==> src/rtl/fpnew_resp_pkg.sv <==
// Shared constants for the FPNew response queue: status width and IEEE flag positions.
package fpnew_resp_pkg;

  localparam int STATUS_W = 5;
  localparam int FLAG_NV  = 4;
  localparam int FLAG_DZ  = 3;
  localparam int FLAG_OF  = 2;
  localparam int FLAG_UF  = 1;
  localparam int FLAG_NX  = 0;

  // A clear in the same cycle as an accepted beat keeps the new beat's flags.
  function automatic logic [STATUS_W-1:0] next_fflags(
    input logic                clr,
    input logic                acc,
    input logic [STATUS_W-1:0] cur,
    input logic [STATUS_W-1:0] status
  );
    logic [STATUS_W-1:0] base;
    base = clr ? '0 : cur;
    return acc ? (base | status) : base;
  endfunction

endpackage

==> src/rtl/fpnew_resp_fifo.sv <==
// In-order storage for response beats: register array, wrapping pointers, explicit count.
module fpnew_resp_fifo #(
  parameter int WIDTH = 71,
  parameter int DEPTH = 4,
  localparam int PW = (DEPTH > 1) ? $clog2(DEPTH) : 1,
  localparam int CW = $clog2(DEPTH + 1)
) (
  input  logic             clk_i,
  input  logic             rst_ni,
  input  logic             flush_i,
  input  logic             push_i,
  input  logic             pop_i,
  input  logic [WIDTH-1:0] wdata_i,
  output logic [WIDTH-1:0] rdata_o,
  output logic [CW-1:0]    count_o,
  output logic             full_o,
  output logic             empty_o
);

  logic [WIDTH-1:0] mem [DEPTH];
  logic [PW-1:0]    wr_ptr, rd_ptr;
  logic [CW-1:0]    count;
  logic             push_ok, pop_ok;

  assign full_o  = (count == CW'(DEPTH));
  assign empty_o = (count == '0);
  assign push_ok = push_i & ~full_o;
  assign pop_ok  = pop_i & ~empty_o;

  always_ff @(posedge clk_i or negedge rst_ni) begin
    if (!rst_ni) begin
      wr_ptr <= '0;
      rd_ptr <= '0;
      count  <= '0;
      for (int i = 0; i < DEPTH; i++) mem[i] <= '0;
    end else if (flush_i) begin
      wr_ptr <= '0;
      rd_ptr <= '0;
      count  <= '0;
    end else begin
      if (push_ok) begin
        mem[wr_ptr] <= wdata_i;
        wr_ptr      <= wr_ptr + 1'b1;
      end
      if (pop_ok) rd_ptr <= rd_ptr + 1'b1;
      count <= count + CW'(push_ok) - CW'(pop_ok);
    end
  end

  assign rdata_o = mem[rd_ptr];
  assign count_o = count;

endmodule

==> src/rtl/fpnew_resp_queue.sv <==
// FPNew response stage: queues FPU result beats for the consumer and accumulates sticky fflags.
// Build option FPNEW_RESP_BYPASS_EN: empty queue + ready consumer passes a beat through in 0 cycles.
module fpnew_resp_queue
  import fpnew_resp_pkg::*;
#(
  parameter int FLEN      = 64,
  parameter int TAG_WIDTH = 2,
  parameter int DEPTH     = 4,
  localparam int CW = $clog2(DEPTH + 1)
) (
  input  logic                 clk_i,
  input  logic                 rst_ni,
  input  logic                 flush_i,
  input  logic                 fpu_valid_i,
  output logic                 fpu_ready_o,
  input  logic [FLEN-1:0]      fpu_result_i,
  input  logic [STATUS_W-1:0]  fpu_status_i,
  input  logic [TAG_WIDTH-1:0] fpu_tag_i,
  output logic                 rsp_valid_o,
  input  logic                 rsp_ready_i,
  output logic [FLEN-1:0]      rsp_result_o,
  output logic [STATUS_W-1:0]  rsp_status_o,
  output logic [TAG_WIDTH-1:0] rsp_tag_o,
  output logic [STATUS_W-1:0]  fflags_o,
  input  logic                 fflags_clr_i,
  output logic [CW-1:0]        count_o
);

  localparam int EW = FLEN + STATUS_W + TAG_WIDTH;

  logic [EW-1:0]       in_beat, head_beat, out_beat;
  logic                full, empty, accept, bypass, push, pop;
  logic [STATUS_W-1:0] fflags;

  assign in_beat = {fpu_result_i, fpu_status_i, fpu_tag_i};

  // Ready depends only on registered occupancy, never on the consumer side.
  assign fpu_ready_o = ~full;
  assign accept      = fpu_valid_i & fpu_ready_o & ~flush_i;

`ifdef FPNEW_RESP_BYPASS_EN
  assign bypass = fpu_valid_i & empty & ~flush_i & rsp_ready_i;
`else
  assign bypass = 1'b0;
`endif

  assign push = accept & ~bypass;
  assign pop  = ~empty & rsp_ready_i & ~flush_i;

  fpnew_resp_fifo #(
    .WIDTH (EW),
    .DEPTH (DEPTH)
  ) u_fifo (
    .clk_i   (clk_i),
    .rst_ni  (rst_ni),
    .flush_i (flush_i),
    .push_i  (push),
    .pop_i   (pop),
    .wdata_i (in_beat),
    .rdata_o (head_beat),
    .count_o (count_o),
    .full_o  (full),
    .empty_o (empty)
  );

  assign rsp_valid_o = ~empty | bypass;
  assign out_beat    = bypass ? in_beat : head_beat;
  assign {rsp_result_o, rsp_status_o, rsp_tag_o} = out_beat;

  always_ff @(posedge clk_i or negedge rst_ni) begin
    if (!rst_ni) fflags <= '0;
    else         fflags <= next_fflags(fflags_clr_i, accept, fflags, fpu_status_i);
  end

  assign fflags_o = fflags;

endmodule
==> config.mk <==
export PLATFORM = sky130hd
export DESIGN_NAME = fpnew_resp_queue
export DESIGN_NICKNAME = d
export VERILOG_FILES = /design/src/rtl/fpnew_resp_pkg.sv /design/src/rtl/fpnew_resp_fifo.sv /design/src/rtl/fpnew_resp_queue.sv
export SDC_FILE = /design/constraint.sdc
export NUM_CORES = 1
export LEC_CHECK = 0
export BUFFER_PORTS_ARGS = -buffer_cell sky130_fd_sc_hd__buf_2
export CAP_MARGIN = 20
export CORE_UTILIZATION = 39
export CTS_CLUSTER_DIAMETER = 50
export DETAILED_ROUTE_END_ITERATION = 16
export GPL_ROUTABILITY_DRIVEN = 0
export PLACE_DENSITY = 0.64
export SLEW_MARGIN = 20
export SYNTH_ARGS = -nofsm -noshare
export SYNTH_HDL_FRONTEND = slang
export SYNTH_HIERARCHICAL = 1
export SYNTH_SLANG_ARGS = --single-unit
==> constraint.sdc <==
create_clock -name clk_i -period 6.35 [get_ports clk_i]
set_clock_uncertainty 0.1 [all_clocks]
set_input_delay 1.27 -clock clk_i [delete_from_list [all_inputs] [get_ports clk_i]]
set_output_delay 1.27 -clock clk_i [all_outputs]
set_load 0.1 [all_outputs]
==> results of run 1 <==
[Yosys cell counts, drive strengths merged (2+ instances only)]
library cell | n | share of area (%)
mux4 | 71 | 11
and3 | 4 | 0.31
nor3b | 2 | 0.18
ha | 6 | 0.52
inv | 10 | 0.26
buf | 42 | 4.8
and2 | 2 | 0.096
mux2 | 285 | 30
o31ai | 2 | 0.10
a22o | 5 | 0.30
dfrtp | 296 | 52
clkbuf | 7 | 0.18
nor3 | 2 | 0.070
xor2 | 2 | 0.12
nor2 | 5 | 0.13
[routing by layer]
metal	share of wire [%]	global-route usage (%)	routed length (um)	up-vias
li1	-	-	-	3093
met5	0.12	0	36	-
met3	3.9	3.34	1170	43
met4	1.8	4.61	534	6
met1	48	23.6	14400	3752
met2	46	24.9	13800	131
[flip-flops by register name, summed over array words and instances (netlist names)]
register / count
u_fifo/rd_ptr: 2
u_fifo/wr_ptr: 2
u_fifo/mem: 284
fflags_o: 5
u_fifo/count_o: 3
[power by group through the flow]
| stage | registers [uW] | logic, uW | clock network (uW) |
|---|---|---|---|
| floorplan | 2800 | 3380 | 0 |
| global placement | 2850 | 3880 | 0 |
| detailed placement | 2850 | 3930 | 0 |
| CTS | 2850 | 3930 | 2150 |
| global route | 2920 | 4030 | 2220 |
| finish | 2850 | 3890 | 2080 |
[final cells by class]
type	count	area share, %
Inverter	10	0.230
Clock inverter	11	0.949
Sequential cell	296	45.3
Antenna cell	2	0.0306
Tap cell	461	3.53
Multi-Input combinational cell	395	37.9
Clock buffer	53	6.46
Timing Repair Buffer	170	5.54
[layout by cell type, fill, tap and decap left out, types with 2 or more instances in the layout]
cell | netlist | final
dfrtp_1 | 296 | 294
mux2_4 | 280 | 280
buf_2 | 9 | 156
mux4_2 | 71 | 71
clkbuf_16 | 0 | 37
buf_4 | 0 | 12
inv_1 | 10 | 10
clkbuf_1 | 7 | 9
clkbuf_8 | 0 | 7
ha_1 | 6 | 6
a22o_1 | 5 | 5
nor2_1 | 5 | 5
mux2_2 | 5 | 5
and3_4 | 4 | 4
inv_6 | 0 | 3
bufinv_16 | 0 | 3
clkinv_4 | 0 | 3
diode_2 | 0 | 2
nor3_1 | 2 | 2
o31ai_1 | 2 | 2
xor2_1 | 2 | 2
dfrtp_4 | 0 | 2
[how the worst max path moves through the flow]
stage	slack, ns	to	cells after the start
after CTS	1.89	rsp_result_o[20]	3
after floorplan	2.97	u_fifo/count_o[2]	13
final	2.04	rsp_result_o[20]	3
after global placement	2.24	u_fifo/mem[14]	6
after detailed placement	2.15	u_fifo/mem[10]	6
after global routing	1.81	rsp_result_o[20]	3
[worst register-to-register path: cells and delay by family (launching register included)]
family / cells / cell delay [ns]
multiplexers: 1 / 0.36
buffers and inverters: 2 / 0.61
flip-flops: 1 / 0.43
AND/OR/NAND/NOR: 4 / 1.87
[through the flow]
stage	worst slack, ns	cell area [um^2]	std cells	hold WS (ns)
after floorplan	2.97	14400	750	0.375
after global placement	2.24	15100	1332	0.387
after detailed placement	2.15	15100	1332	0.389
after CTS	1.89	16300	1396	0.404
after global routing	1.81	16300	1397	0.410
final	2.04	16400	1398	0.403
[cells by family after synthesis]
logic type,synth area share (%)
compound gates,0.479
mux,40.8
buf+inv,5.25
fa+ha+maj,0.662
flops,51.6
xor+xnor,0.122
simple gates,1.11
==> key figures, run 1 <==
Timing
  • RSZ-0062 raised after global routing: no
  • Final Cycle Share: 67.9%
  • Setup-violating endpoint count in the final report: 0
  • Slew Viols, Final: 0
  • Hold Vio Cnt, Final: 0
  • Worst-margin pin slew: 1.06 ns
  • Worst slew margin: 29.4%
  • Final min period: 4.31 ns
  • Fmax: 232 MHz
  • Setup_tns: 0 ns

Synthesis
  • EDFF count, synth: 0
  • Predominant post-synthesis flop cell: dfrtp_1
  • Synth Cell Area: 14400 um^2
  • Asr flop ratio synth: 100%
  • Mean cell area of the mapped netlist: 19.1 um^2
  • Yosys reg bits: 296
  • Netlist cell types: 29
  • Synth warn: 6
  • Seq/Total Area, Yosys: 51.6%
  • Synthesized Nets: 834
  • Synthesized instance count: 750

Pwr
  • Clk network pwr share: 23.6%
  • Combinational power share: 44.1%
  • Cell Pwr Density: 539 nW/um^2
  • Int Pwr: 5070 uW
  • Switch share: 42.4%
  • Share of power burned in registers: 32.3%
  • Leak: 0.00756 uW
  • Max VDD drop: 0.000368 V
  • Sw Pwr: 3740 uW
  • Tot Pwr: 8820 uW

Critical path
  • CP delay by family, top: flip-flops
  • Critical path cell sequence: buf_4 -> mux4_2 -> buf_2
  • Worst path arrival time: 2.94 ns
  • Crit end category: output port
  • Slowest cell on crit path: dfrtp_4
  • WS Path Type: reg -> out
  • CP required: 4.98 ns
  • R2r setup slk: 2.86 ns
  • Worst path bufs/invs: 2
  • Worst Setup Start Kind: flip-flop
  • Crit path from: u_fifo/rd_ptr[0]
  • Crit-path max FO: 35
  • Worst r2r dst: u_fifo/mem[10]
  • R2r worst-path depth: 7
  • RR Startpoint: u_fifo/count_o[2]
  • Max stage delay on crit path: 0.93 ns

Finish
  • Area grow syn2layout: 13.9%
  • Multi-input gate area: 6200 um^2
  • Final nets: 993
  • Fill cells: 3112
  • Fin util: 45.5%
  • Register area: 7410 um^2
  • Ratio of cells with drive above 1 in the final layout: 63.2%

Die
  • Die Span X: 194 um
  • Die area: 37600 um^2
  • Die H: 194 um
  • Io pins: 158
  • Rows: 69
  • Starting density of the core: 40.0%
  • Core area: 35900 um^2

Route
  • Post-DRT Antenna Nets: 0
  • Drt first-iter violations: 367
  • Via density: 5.03
  • Drt drc: 0
  • Pre-antenna DRT Iters: 4
  • Routed vias: 7025
  • WL final: 29.9 mm
  • WL/cell: 21.4 um

Placed design
  • Post-DP HPWL: 17.9 mm
  • Port bufs: 157

Worst hold path
  • Hold Crit Depth: 1
  • Worst hold-check path type: reg -> reg
  • Hold Path Origin: u_fifo/mem[43]
  • WHS Endpoint: u_fifo/mem[43]

CTS
  • Clock Tree Buf Depth: 3
  • Setup repair bufs after CTS: 0
  • Clock Pin Slew Worst Setup and Hold Paths: 0.06 ns
  • Insertion delay to the later sink of the worst-skew pair: 0.52 ns
  • Cts repair resizes: 0
  • CTS root buf: clkbuf_16
  • H-tree depth: 2
  • CTS tree: done
  • Clk sinks: 296
  • Total CTS buffers: 36
  • Hold buffers post-CTS: 0

Global routing
  • GRT overflow: 0
  • Tot GR Track Use: 16.3%
  • Vias in the first global route: 7902
  • Global-route wire length before repair: 47.9 mm
  • Maximum number of pins on one net before global-route repair: 142
  • Initial antenna violation count: 4

Status
  • Status: finished clean

Run
  • Max Cap Violations: 0
No activity file was read; power rests on OpenSTA's default activity.
==> inputs of run 2 (changes only) <==
Clock period 6.35 ns to 4.3 ns, I/O delays scaled along.
==> key figures, run 2 (synthesis gave the netlist of run 1 again) <==
Global routing
  • Initial antenna violation count: 2 (was 4)
  • GRT overflow: 0 (unchanged)
  • Global-route wire length before repair: 47.1 mm (was 47.9 mm)
  • Vias in the first global route: 7887 (was 7902)
  • Tot GR Track Use: 16.1% (was 16.3%)
  • Maximum number of pins on one net before global-route repair: 101 (was 142)

Worst hold path
  • Worst hold-check path type: in -> async (was reg -> reg)

Timing
  • RSZ-0062 raised after global routing: no (unchanged)
  • Hold Vio Cnt, Final: 0 (unchanged)
  • Final min period: 3.47 ns
  • Setup_tns: 0 ns (unchanged)
  • Fmax: 288 MHz
  • Worst slew margin: 46.8% (was 29.4%)
  • Setup-violating endpoint count in the final report: 0 (unchanged)
  • Final Cycle Share: 80.7%
  • Worst-margin pin slew: 0.797 ns (was 1.06 ns)
  • Slew Viols, Final: 0 (unchanged)

Route
  • WL final: 29.3 mm (was 29.9 mm)
  • Routed vias: 7146 (was 7025)
  • Post-DRT Antenna Nets: 0 (unchanged)
  • Pre-antenna DRT Iters: 6 (was 4)
  • WL/cell: 20.8 um (was 21.4 um)
  • Via density: 5.09 (was 5.03)
  • Drt drc: 0 (unchanged)
  • Drt first-iter violations: 286 (was 367)

Finish
  • Commonest non-fill, non-tap cells in the layout: dfrtp_1 (294), mux2_4 (280), buf_2 (156) (unchanged)
  • Largest Register: u_fifo/mem (unchanged)
  • Fill cells: 3086 (was 3112)
  • Leading cell type in the layout, fill and taps excluded: dfrtp_1 (unchanged)
  • Final nets: 1003 (was 993)
  • Max reg flops: 284 (unchanged)
  • Area grow syn2layout: 15.6% (was 13.9%)
  • Ratio of cells with drive above 1 in the final layout: 64.0% (was 63.2%)
  • Antenna diodes: 0 (was 2)

Die
  • Rows: 69 (unchanged)
  • Die H: 194 um (unchanged)
  • Io pins: 158 (unchanged)
  • Core area: 35900 um^2 (unchanged)
  • Die Span X: 194 um (unchanged)
  • Die area: 37600 um^2 (unchanged)
  • Starting density of the core: 40.0% (unchanged)

CTS
  • Clock Pin Slew Worst Setup and Hold Paths: 0.05 ns (was 0.06 ns)
  • Hold buffers post-CTS: 0 (unchanged)
  • Clock Tree Buf Depth: 3 (unchanged)
  • Insertion delay to the later sink of the worst-skew pair: 0.53 ns (was 0.52 ns)
  • H-tree depth: 2 (unchanged)
  • CTS root buf: clkbuf_16 (unchanged)
  • Setup repair bufs after CTS: 0 (unchanged)
  • Clk sinks: 296 (unchanged)
  • Cts repair resizes: 0 (unchanged)
  • CTS tree: done (unchanged)
  • Total CTS buffers: 38 (was 36)

Critical path
  • Slowest cell on crit path: mux4_2 (was dfrtp_4)
  • Crit end category: output port (unchanged)
  • WS Path Type: reg -> out (unchanged)
  • Max stage delay on crit path: 0.64 ns (was 0.93 ns)
  • Worst path arrival time: 2.51 ns (was 2.94 ns)
  • Worst Setup Start Kind: flip-flop (unchanged)
  • CP required: 3.34 ns (was 4.98 ns)
  • Crit-path max FO: 32 (was 35)
  • Critical path cell sequence: buf_4 -> mux4_2 -> buf_2 (unchanged)

Pwr
  • Cell Pwr Density: 794 nW/um^2 (was 539 nW/um^2)
  • Leak: 0.00767 uW (was 0.00756 uW)
  • Max VDD drop: 0.000474 V (was 0.000368 V)
  • Tot Pwr: 13200 uW (was 8820 uW)

Placed design
  • Port bufs: 157 (unchanged)
  • Post-DP HPWL: 17.4 mm (was 17.9 mm)

Status
  • Status: finished clean (unchanged)

Run
  • Max Cap Violations: 0 (unchanged)
## run 2: cell count changes in the layout (fill, tap and decap cells not counted), sizes merged
cell and delta:
buf +8, clkbuf -2, clkinv +2, diode -2
bufinv +1, clkinvlp +1, inv -1
## run 2: final cells by class
cell class,count,area [um^2],share of cell area (%)
Timing Repair Buffer,178,1070,6.42
Clock inverter,14,186,1.12
Sequential cell,296,7410,44.7
Inverter,10,37.5,0.226
Clock buffer,51,1110,6.71
Tap cell,461,577,3.48
Multi-Input combinational cell,395,6200,37.4
## run 2: critical path, delay by kind of cell, from the launching register on
kind | cells | cell delay, ns
buffers and inverters | 2 | 0.88
multiplexers | 1 | 0.64
flip-flops | 1 | 0.42
## run 2: routing by layer
| layer | wire [um] | global-route usage (%) | vias up |
|---|---|---|---|
| met5 | 20 | 0 | - |
| met4 | 599 | 5.26 | 4 |
| met3 | 1470 | 4.12 | 41 |
| met2 | 13400 | 24.1 | 137 |
| met1 | 13800 | 22.8 | 3835 |
| li1 | - | - | 3129 |
## run 2: where the power goes
group | switching [uW] | internal (uW)
combinational | 3810 | 1930
sequential | 501 | 3680
clock | 1200 | 2060
## run 2: per-stage QoR
| step | hold WS [ns] | cells | cell area, um^2 | utilization [%] | setup slack (ns) |
|---|---|---|---|---|---|
| 2_1_floorplan | 0.375 | 750 | 14400 | - | 0.923 |
| 3_3_place_gp | 0.384 | 1340 | 15300 | 42.6 | 1.05 |
| 3_5_place_dp | 0.387 | 1340 | 15300 | 42.6 | 0.990 |
| 4_1_cts | 0.283 | 1405 | 16600 | 46.2 | 0.762 |
| 5_1_grt | 0.298 | 1405 | 16600 | 46.2 | 0.698 |
| 6_report | 0.269 | 1405 | 16600 | 46.2 | 0.831 |
## run 2: path summary, 6_finish.rpt
check | slack, ns | cells after the start | endpoint | startpoint
worst max-delay path | 0.83 | 3 | rsp_result_o[11] | u_fifo/rd_ptr[0]
worst min-delay path | 0.27 | 1 | u_fifo/mem[173] | rst_ni
worst max register to register | 1.32 | 7 | u_fifo/mem[279] | u_fifo/count_o[2]
worst min register to register | 0.40 | 1 | u_fifo/mem[64] | u_fifo/mem[64]
max in group asynchronous | 2.92 | 2 | u_fifo/mem[71] | rst_ni
min in group clk_i | 0.40 | 1 | u_fifo/mem[64] | u_fifo/mem[64]
